[config.mk]
export PLATFORM = sky130hd
export DESIGN_NAME = cond_exec_stage
export DESIGN_NICKNAME = d
export VERILOG_FILES = /design/src/rtl/cond_exec_stage.sv
export SDC_FILE = /design/constraint.sdc
export NUM_CORES = 1
export LEC_CHECK = 0
export BUFFER_PORTS_ARGS = -buffer_cell sky130_fd_sc_hd__buf_2
export CAP_MARGIN = 20
export CORE_MARGIN = 8
export CORE_UTILIZATION = 50
export CTS_BUF_LIST = sky130_fd_sc_hd__clkbuf_4 sky130_fd_sc_hd__clkbuf_8
export DETAILED_ROUTE_END_ITERATION = 6
export GPL_TIMING_DRIVEN = 0
export MAX_ROUTING_LAYER = met4
export PLACE_DENSITY_LB_ADDON = 0.2
export SLEW_MARGIN = 25
export SYNTH_ARGS = -nofsm -noshare
export SYNTH_HDL_FRONTEND = slang
export SYNTH_SLANG_ARGS = --single-unit
[constraint.sdc]
create_clock -name clk -period 4.9 [get_ports clk]
set_input_delay 0.735 -clock clk [delete_from_list [all_inputs] [get_ports clk]]
set_output_delay 0.735 -clock clk [all_outputs]
set_load 0.02 [all_outputs]
[src/rtl/cond_exec_stage.sv]
// cond_exec_stage: conditional-execution unit sitting between Execute and Memory.
// Evaluates the ARM condition field against the architectural flag register,
// gates the side-effecting controls, owns the NZCV register and the E->M
// pipeline register.
// Optional build macro: COND_EXEC_SQUASH_CNT_EN adds a 16-bit counter (and the
// SquashCount port) of instructions squashed because their condition failed.
module cond_exec_stage (
  input  logic        clk,
  input  logic        reset,
  input  logic        EnM,
  input  logic        FlushE,
  input  logic        PCSrcE,
  input  logic        RegWriteE,
  input  logic        MemtoRegE,
  input  logic        MemWriteE,
  input  logic [1:0]  FlagWriteE,
  input  logic [3:0]  CondE,
  input  logic [3:0]  RdE,
  input  logic [3:0]  ALUFlags,
  input  logic [31:0] ALUResultE,
  input  logic [31:0] WriteDataE,
  output logic [3:0]  Flags,
  output logic        CondExE,
  output logic        BranchTakenE,
  output logic        PCSrcM,
  output logic        RegWriteM,
  output logic        MemtoRegM,
  output logic        MemWriteM,
  output logic [3:0]  RdM,
  output logic [31:0] ALUResultM,
  output logic [31:0] WriteDataM
`ifdef COND_EXEC_SQUASH_CNT_EN
  ,
  output logic [15:0] SquashCount
`endif
);

  logic       flag_n;
  logic       flag_z;
  logic       flag_c;
  logic       flag_v;
  logic       issue;
  logic       pcsrc_gated;
  logic       regwrite_gated;
  logic       memwrite_gated;
  logic [1:0] flagwrite_gated;

  // Flags are taken straight from the register: no bypass from this cycle's ALU.
  assign flag_n = Flags[3];
  assign flag_z = Flags[2];
  assign flag_c = Flags[1];
  assign flag_v = Flags[0];

  // Condition-field decode against the current flag register.
  always_comb begin
    CondExE = 1'b0;
    case (CondE)
      4'h0:    CondExE = flag_z;
      4'h1:    CondExE = ~flag_z;
      4'h2:    CondExE = flag_c;
      4'h3:    CondExE = ~flag_c;
      4'h4:    CondExE = flag_n;
      4'h5:    CondExE = ~flag_n;
      4'h6:    CondExE = flag_v;
      4'h7:    CondExE = ~flag_v;
      4'h8:    CondExE = flag_c & ~flag_z;
      4'h9:    CondExE = ~flag_c | flag_z;
      4'hA:    CondExE = (flag_n == flag_v);
      4'hB:    CondExE = (flag_n != flag_v);
      4'hC:    CondExE = ~flag_z & (flag_n == flag_v);
      4'hD:    CondExE = flag_z | (flag_n != flag_v);
      default: CondExE = 1'b1;
    endcase
  end

  // An instruction only takes effect if its condition passes and it is not flushed.
  assign issue           = CondExE & ~FlushE;
  assign pcsrc_gated     = PCSrcE & issue;
  assign regwrite_gated  = RegWriteE & issue;
  assign memwrite_gated  = MemWriteE & issue;
  assign flagwrite_gated = FlagWriteE & {2{issue}};
  assign BranchTakenE    = pcsrc_gated;

  // E->M pipeline register; EnM=0 freezes it, flush zeroes only the side-effecting controls.
  always_ff @(posedge clk or posedge reset) begin
    if (reset) begin
      PCSrcM     <= 1'b0;
      RegWriteM  <= 1'b0;
      MemtoRegM  <= 1'b0;
      MemWriteM  <= 1'b0;
      RdM        <= 4'h0;
      ALUResultM <= 32'h0;
      WriteDataM <= 32'h0;
    end else if (EnM) begin
      PCSrcM     <= pcsrc_gated;
      RegWriteM  <= regwrite_gated;
      MemtoRegM  <= MemtoRegE;
      MemWriteM  <= memwrite_gated;
      RdM        <= RdE;
      ALUResultM <= ALUResultE;
      WriteDataM <= WriteDataE;
    end
  end

  // Architectural NZCV; the N,Z and C,V halves are written independently.
  always_ff @(posedge clk or posedge reset) begin
    if (reset) begin
      Flags <= 4'h0;
    end else if (EnM) begin
      if (flagwrite_gated[1]) Flags[3:2] <= ALUFlags[3:2];
      if (flagwrite_gated[0]) Flags[1:0] <= ALUFlags[1:0];
    end
  end

`ifdef COND_EXEC_SQUASH_CNT_EN
  logic squash_event;

  // Count instructions that would have had an effect but failed their condition.
  assign squash_event = EnM & ~FlushE & ~CondExE &
                        (PCSrcE | RegWriteE | MemWriteE | (|FlagWriteE));

  // Free-running 16-bit counter that wraps at 0xFFFF.
  always_ff @(posedge clk or posedge reset) begin
    if (reset) begin
      SquashCount <= 16'h0;
    end else if (squash_event) begin
      SquashCount <= SquashCount + 16'h1;
    end
  end
`endif

endmodule

# Word-level counts from Yosys, hierarchy flattened
# Index checks and enable logic that the tools add are counted.
[totals] reg_bits=76 input_bits=86 out_inout_bits=78 wordCells=42
[classes] eq_ne=15 mux=1 bitwise=14 n_reduce_logical=3
[ops] operator="$eq A4 B4 Y1 const B" n=6
[ops] operator="$eq A4 B3 Y1 const B" n=4
[ops] operator="$pmux W1 S14" n=1
[ops] operator="$eq A4 B2 Y1 const B" n=2
[ops] operator="$and A1 B1 Y1" n=6
[ops] operator="$not A1 Y1" n=5
[ops] operator="$eq A4 B1 Y1 const B" n=1
[ops] operator="$logic_not A4 Y1" n=1
[ops] operator="$reduce_and A2 Y1" n=2
[ops] operator="$and A2 B2 Y2" n=1
[ops] operator="$or A1 B1 Y1" n=2
[ops] operator="$eq A1 B1 Y1" n=1
[ops] operator="$ne A1 B1 Y1" n=1

# Depth between registers and ports, before layout
# Gate-level depths: netlist of run 1.
[depth] ltp_word=6 depth_mapped=6 depth_no_buf=5

# Worst setup path after synthesis of run 1
# Ideal clock, no wire load.
[synth_timing] path_type="input to output" startpoint="input port CondE[3]" endpoint="output port BranchTakenE" arrival_time_ns=1.954 required_ns=4.165 slack_ns=2.211 stages=6 n_path_buf=1 path_cell_list="buf_4 -> nor4bb_4 -> o21ai_0 -> o211ai_2 -> o21bai_1 -> nor2_1"
[synth_between] elab_chain_cells=4 word_cells_on_any_way=17 classes_between="eq/ne (13); mux (1); bitwise (2); reduce/logical (1)"
[synth_rtl] element="from (decl)" line="17" text="input logic [3:0] CondE,"
[synth_rtl] element="$eq A4 B4 Y1, or another cell as far along" line="57" text="case (CondE)"
[synth_rtl] element="$pmux W1 S14 *" line="57"
[synth_rtl] element="$and A1 B1 Y1 *" line="77" text="assign issue = CondExE & ~FlushE;"
[synth_rtl] element="$and A1 B1 Y1 *" line="78" text="assign pcsrc_gated = PCSrcE & issue;"
[synth_rtl] element="to (decl)" line="24" text="output logic BranchTakenE,"
# Every way passes the cells marked *; elsewhere a longest branch is shown, timed or not.

# Worst setup path after layout of run 1
[layout_timing] startpoint="input port CondE[2]" endpoint="output port BranchTakenE"
# The elaborated chain is that of the path after synthesis.

==> results by group, run 1 <==
Finish
  • Share of layout cells above drive strength 1: 0.684
  • Area Overhead vs Synth: 36.5%
  • Fillers: around 440
  • Post-Layout Inst Area: about 4200 µm²
  • Antenna Cells: 0
  • Nets: roughly 460

STA
  • Worst rel slew slack: 0.662
  • Worst hold slack: a little over 400 ps
  • Setup_tns: 0 ps
  • Hold Vio Cnt, Final: 0
  • Setup ws final: slightly below 2000 ps
  • Max-slew violations: 0
  • Worst-Margin Slew: between 500 and 600 ps
  • RSZ-0062 raised after global routing: no
  • Max Freq: 342 MHz
  • Min Tclk post-route: 2930 ps
  • Setup Skew: 2.46 ps
  • Crit share post-route: 0.597
  • Final setup violation count: 0

Floorplan
  • Starting Density: 0.521
  • # rows: 28
  • Core area: 5960 µm²
  • Die area: around 9000 µm²
  • Die span in x: 94.8 µm
  • IO Count: approximately 160
  • Chip height: between 90 and 100 µm

Placement
  • Area post-placement: around 4000 µm²
  • # port buffers: around 160
  • Setup Slack @ Placement: between 1500 and 2000 ps
  • HPWL after DPL: ~6100 µm
  • GPL Wtd Cong: about 0.79

Synthesis
  • Top area cells in the synthesized netlist: dfrtp_1 (61%), mux2_2 (25%), mux2_1 (1.5%)
  • Cell count after synthesis: about 200
  • Unique cell type count in the Yosys netlist: 31
  • Register area share after synthesis: 0.613
  • Synth async-reset ratio: 1.00
  • Syn_nets: between 200 and 300
  • Ys Warns: 0
  • Area leader, netlist: dfrtp_1
  • Average size of a mapped cell: ~15 µm²
  • Post-synth EDFFs: 0
  • Top-area cell type share of the netlist area: 0.613
  • Flops & latches, synth: 76
  • Ys flop type: dfrtp_1
  • Synthesized area: between 3000 and 4000 µm²

Route
  • Initial DRT Pass Iterations: 4
  • Vias: around 2.3k
  • DRT antenna net count: 0
  • Via/cell ratio: just under 5
  • Routed WL: 7630 µm
  • Drt initial violations: 36
  • Wire length per cell: 16.8 µm
  • DRC Markers: 0

Power and ir drop
  • Total power density per cell area: 390 nW/µm²
  • Pleak: between 2 and 2.5 nW
  • VDD IR max: 0.253 mV

CTS
  • H-tree lvl count: 3
  • CTS tree: done
  • # resized after CTS: 0
  • Hold_buf cts: 0
  • Root Buffer: clkbuf_8
  • CTS Sinks: 76
  • Post-CTS Setup Inserts: 0
  • Clk pin slew, worst setup/hold paths: ~70 ps
  • Clk buf depth: 2
  • Num CTS Buffers: 9
  • Skew-Pair Late Insertion Delay: 330 ps

GRT
  • Vias in the first global route: about 2.5k
  • First-pass GRT wire length: between 10000 and 15000 µm
  • Initial antenna violation count: 0
  • Largest net degree at the start of global routing: between 40 and 50
  • Grt total ovfl: 0
  • GRT Resource Usage Total: 0.178

Critical path
  • Critical path class: input port to primary output
  • CP endpoint kind: primary output
  • CP Max Fanout: 10
  • Critical Path Source Type: input port
  • Crit path required time: 4160 ps
  • Worst EP arrival: ~2200 ps

Min path
  • Hold Path Class: input port to async pin

Flow run
  • Max-cap violations: 0

Status
  • Outcome: finished clean
## layout by cell type, fill, tap and decap left out, types with 2 or more instances in the layout
cell type	n
and4b_1	2
buf_1	2
buf_2	164
buf_4	2
clkbuf_1	3
clkbuf_8	11
clkinvlp_4	2
dfrtp_1	76
inv_1	5
mux2_1	4
mux2_2	69
mux2i_1	3
nand2_1	3
nor2_1	2
nor2b_1	2
nor3b_1	2
o211ai_2	3
o21ai_0	2
o21bai_1	2
o22ai_1	3
## layout make-up
type | instances | area [µm²] | share of cell area
inverters | 6 | 25.0 | 0.00591
plain buffers | 11 | 60.1 | 0.0142
clock buffers | 11 | 151 | 0.0358
repair buffers | 162 | 826 | 0.195
well taps | 75 | 93.8 | 0.0222
clock inverters | 5 | 58.8 | 0.0139
multi-input cells | 109 | 1120 | 0.264
flip-flops and latches | 76 | 1900 | 0.449
## flip-flops by register name, summed over array words and instances (netlist names)
signal / flops
ALUResultM: 32
RegWriteM: 1
RdM: 4
PCSrcM: 1
MemWriteM: 1
Flags: 4
MemtoRegM: 1
WriteDataM: 32
## worst max-delay path, cell delays in order
cell and delay [ps]:
buf_2 100, buf_4 160, and3b_1 170, nor4_2 280
o211ai_2 180, o21bai_1 330, nor2_1 60, buf_2 170
## cells in the mapped netlist, types with 3 or more instances
library cell and count:
nand2_1 3, dfrtp_1 76, inv_1 6, o22ai_1 3, clkbuf_1 3, mux2_1 4
o211ai_2 3, mux2i_1 3, buf_2 3, mux2_2 69
## cells by family after synthesis
group / share of synthesized area
AO/OA/AOI/OAI: 0.0327
flip-flops: 0.613
multiplexers: 0.275
AND/OR/NAND/NOR: 0.0472
buffers and inverters: 0.0266
XOR/XNOR: 0.00565
## through the flow
step	instances	utilization	power (mW)
finish	455	0.711	1.65
global route	455	0.711	1.73
CTS	455	0.711	1.67
detailed placement	439	0.676	1.18
global placement	438	0.672	1.17
floorplan	202	-	1.02
## routing by layer
layer	GRT usage	up-vias	wire length, µm
li1	-	1064	-
met1	0.212	1082	3100
met2	0.275	103	3700
met3	0.0595	10	729
met4	0.0637	0	103
met5	-	-	0
## path summary, 6_finish.rpt
check	startpoint	to	slack, ps	cells after the start
max in group asynchronous	reset	ALUResultM[10]	3930	3
hold / removal	reset	ALUResultM[24]	410	2
min in group clk	WriteDataM[26]	WriteDataM[26]	500	1
hold reg to reg	WriteDataM[26]	WriteDataM[26]	500	1
setup / recovery	CondE[2]	BranchTakenE	1970	8
setup reg to reg	Flags[3]	Flags[0]	3100	5
## power breakdown
group	leakage, nW	switching [mW]	total (mW)	internal [mW]
Sequential	0.895	0.0530	0.757	0.704
Combinational	1.11	0.228	0.405	0.177
Clock	0.102	0.224	0.488	0.264
Note: power is estimated with default switching activity, not from simulation.
==> inputs of run 2 (changes only) <==
--- a/config.mk
+++ b/config.mk
@@ -8,7 +8,7 @@
 export BUFFER_PORTS_ARGS = -buffer_cell sky130_fd_sc_hd__buf_2
 export CAP_MARGIN = 20
 export CORE_MARGIN = 8
-export CORE_UTILIZATION = 50
+export CORE_UTILIZATION = 46
 export CTS_BUF_LIST = sky130_fd_sc_hd__clkbuf_4 sky130_fd_sc_hd__clkbuf_8
 export DETAILED_ROUTE_END_ITERATION = 6
 export GPL_TIMING_DRIVEN = 0
==> constraint.sdc (replaced) <==
create_clock -name clk -period 2.9 [get_ports clk]
set_input_delay 0.435 -clock clk [delete_from_list [all_inputs] [get_ports clk]]
set_output_delay 0.435 -clock clk [all_outputs]
set_load 0.02 [all_outputs]
==> results by group, run 2 (synthesis results as in run 1) <==
STA
  • Max Freq: about 410 MHz
  • Crit share post-route: 0.842
  • RSZ-0062 raised after global routing: no (unchanged)
  • Worst-Margin Slew: 560 ps (was 507 ps)
  • Setup ws final: 459 ps (was 1970 ps)
  • Worst rel slew slack: 0.627 (was 0.662)
  • Hold Vio Cnt, Final: 0 (unchanged)
  • Min Tclk post-route: 2440 ps
  • Max-slew violations: 0 (unchanged)
  • Setup Skew: 7.53 ps (was 2.46 ps)
  • Final setup violation count: 0 (unchanged)

GRT
  • Vias in the first global route: 2551 (was 2485)
  • Largest net degree at the start of global routing: 40 (was 42)
  • First-pass GRT wire length: 12600 µm (was 12000 µm)
  • Grt total ovfl: 0 (unchanged)
  • Initial antenna violation count: 0 (unchanged)
  • GRT Resource Usage Total: 0.170 (was 0.178)

Floorplan
  • Starting Density: 0.467 (was 0.521)
  • Core area: 6640 µm² (was 5960 µm²)
  • Chip height: 98.1 µm (was 94.8 µm)
  • # rows: 30 (was 28)
  • Die span in x: 98.1 µm (was 94.8 µm)
  • IO Count: 164 (unchanged)
  • Die area: 9630 µm² (was 8980 µm²)

Power and ir drop
  • Total power density per cell area: 641 nW/µm² (was 390 nW/µm²)
  • Comb power frac: 0.255 (was 0.246)
  • Switching power: 0.849 mW (was 0.505 mW)
  • Sequential power share: 0.474 (was 0.459)
  • Clock power share: 0.271 (was 0.296)
  • Cell internal pwr: 1.85 mW (was 1.14 mW)
  • VDD IR max: 0.492 mV (was 0.253 mV)
  • Switching share of power: 0.314 (was 0.306)
  • Pleak: 2.10 nW (about the same)

Route
  • Drt initial violations: 51 (was 36)
  • Wire length per cell: 17.0 µm (was 16.8 µm)
  • Via/cell ratio: 4.96 (about the same)
  • DRT antenna net count: 0 (unchanged)
  • DRC Markers: 0 (unchanged)
  • Initial DRT Pass Iterations: 4 (unchanged)
  • Vias: 2281 (was 2259)
  • Routed WL: 7840 µm (was 7630 µm)

CTS
  • Clk buf depth: 2 (unchanged)
  • Hold_buf cts: 0 (unchanged)
  • # resized after CTS: 0 (unchanged)
  • CTS Sinks: 76 (unchanged)
  • Num CTS Buffers: 9 (unchanged)
  • Clk pin slew, worst setup/hold paths: 80 ps (was 70 ps)
  • CTS tree: done (unchanged)
  • H-tree lvl count: 3 (unchanged)
  • Root Buffer: clkbuf_8 (unchanged)
  • Skew-Pair Late Insertion Delay: 330 ps (about the same)
  • Post-CTS Setup Inserts: 0 (unchanged)

Finish
  • Commonest non-fill, non-tap cell in the layout: buf_2 (unchanged)
  • Highest-count cells in the layout ignoring fill and taps: buf_2 (164), dfrtp_1 (76), mux2_2 (69), clkbuf_8 (11), inv_1 (5) (unchanged)
  • Biggest regs: ALUResultM: 32 flops, WriteDataM: 32 flops (unchanged)
  • Nets: 461 (unchanged)
  • Area Overhead vs Synth: 35.8% (was 36.5%)
  • Layout Utilization: 0.634 (was 0.711)
  • Antenna Cells: 0 (unchanged)
  • Share of layout cells above drive strength 1: 0.684 (unchanged)

Critical path
  • Critical path class: flop to primary output (was input port to primary output)
  • CP Max Fanout: 6 (was 10)
  • R2R Setup Slk: 1100 ps (was 3100 ps)
  • CP endpoint kind: primary output (unchanged)
  • Crit path required time: 2470 ps (was 4160 ps)
  • Worst r2r src: Flags[0] (was Flags[3])
  • Worst EP arrival: 2010 ps (was 2190 ps)
  • Reg2reg path depth: 5 (unchanged)
  • FF-to-FF End: Flags[2] (was Flags[0])
  • Critical Path Source Type: flop (was input port)

Min path
  • Hold Path Class: input port to async pin (unchanged)

Placement
  • Setup Slack @ Placement: 527 ps (was 1970 ps)
  • GPL Wtd Cong: 0.786 (was 0.789)
  • # port buffers: 161 (unchanged)
  • HPWL after DPL: 6250 µm (was 6100 µm)

Status
  • Outcome: finished clean (unchanged)

Flow run
  • Max-cap violations: 0 (unchanged)
[run 2: changes by cell type in the layout (fill, tap and decap cells not counted), sizes merged]
| cell | delta |
|---|---|
| clkbuf | +1 |
| clkinv | +3 |
| bufinv | -1 |
| clkinvlp | -2 |
| inv | -1 |
[run 2: worst max-delay path by stage]
stage,start,end,depth (start not counted)
2_1_floorplan,reset,ALUResultM[0],1
6_report,Flags[0],BranchTakenE,6
3_5_place_dp,CondE[2],BranchTakenE,8
3_3_place_gp,reset,ALUResultM[14],2
5_1_grt,Flags[0],BranchTakenE,6
4_1_cts,Flags[0],BranchTakenE,6
[run 2: power groups by stage]
stage | clock network (mW) | logic [mW] | registers (mW)
5_1_grt | 0.792 | 0.742 | 1.30
3_3_place_gp | 0 | 0.683 | 1.30
6_report | 0.733 | 0.688 | 1.28
4_1_cts | 0.753 | 0.700 | 1.28
3_5_place_dp | 0 | 0.698 | 1.30
2_1_floorplan | 0 | 0.268 | 1.46
[run 2: layout make-up]
cell class                      instances  area (µm²)
Multi-Input combinational cell        109        1120
Buffer                                 11        60.1
Sequential cell                        76        1900
Fill cell                             558        2430
Inverter                                6        25.0
Tap cell                               80         100
Clock inverter                          4        23.8
Timing Repair Buffer                  162         826
Clock buffer                           12         159
[run 2: worst max-delay path, cell delays in order, from the launching register on]
cell and delay (ps):
dfrtp_1 450, nor4bb_4 190, nor4_2 300, o211ai_2 170, o21bai_1 330, nor2_1 70, buf_2 160
[run 2: routing by layer]
layer,up-vias,global-route usage,share of wire
met5,-,-,0
met4,0,0.0659,0.022
met3,14,0.0590,0.067
met2,87,0.283,0.51
met1,1119,0.183,0.40
li1,1061,-,-
[run 2: through the flow]
stage | hold slack, ps | area [µm²] | TNS [ps] | cells | power [mW]
global route | 162 | 4210 | 0 | 460 | 2.84
detailed placement | 490 | 4030 | 0 | 444 | 2.00
CTS | 141 | 4210 | 0 | 460 | 2.74
floorplan | 567 | 3100 | 0 | 202 | 1.72
global placement | 484 | 4010 | -29800 | 443 | 1.98
finish | 140 | 4210 | 0 | 460 | 2.70
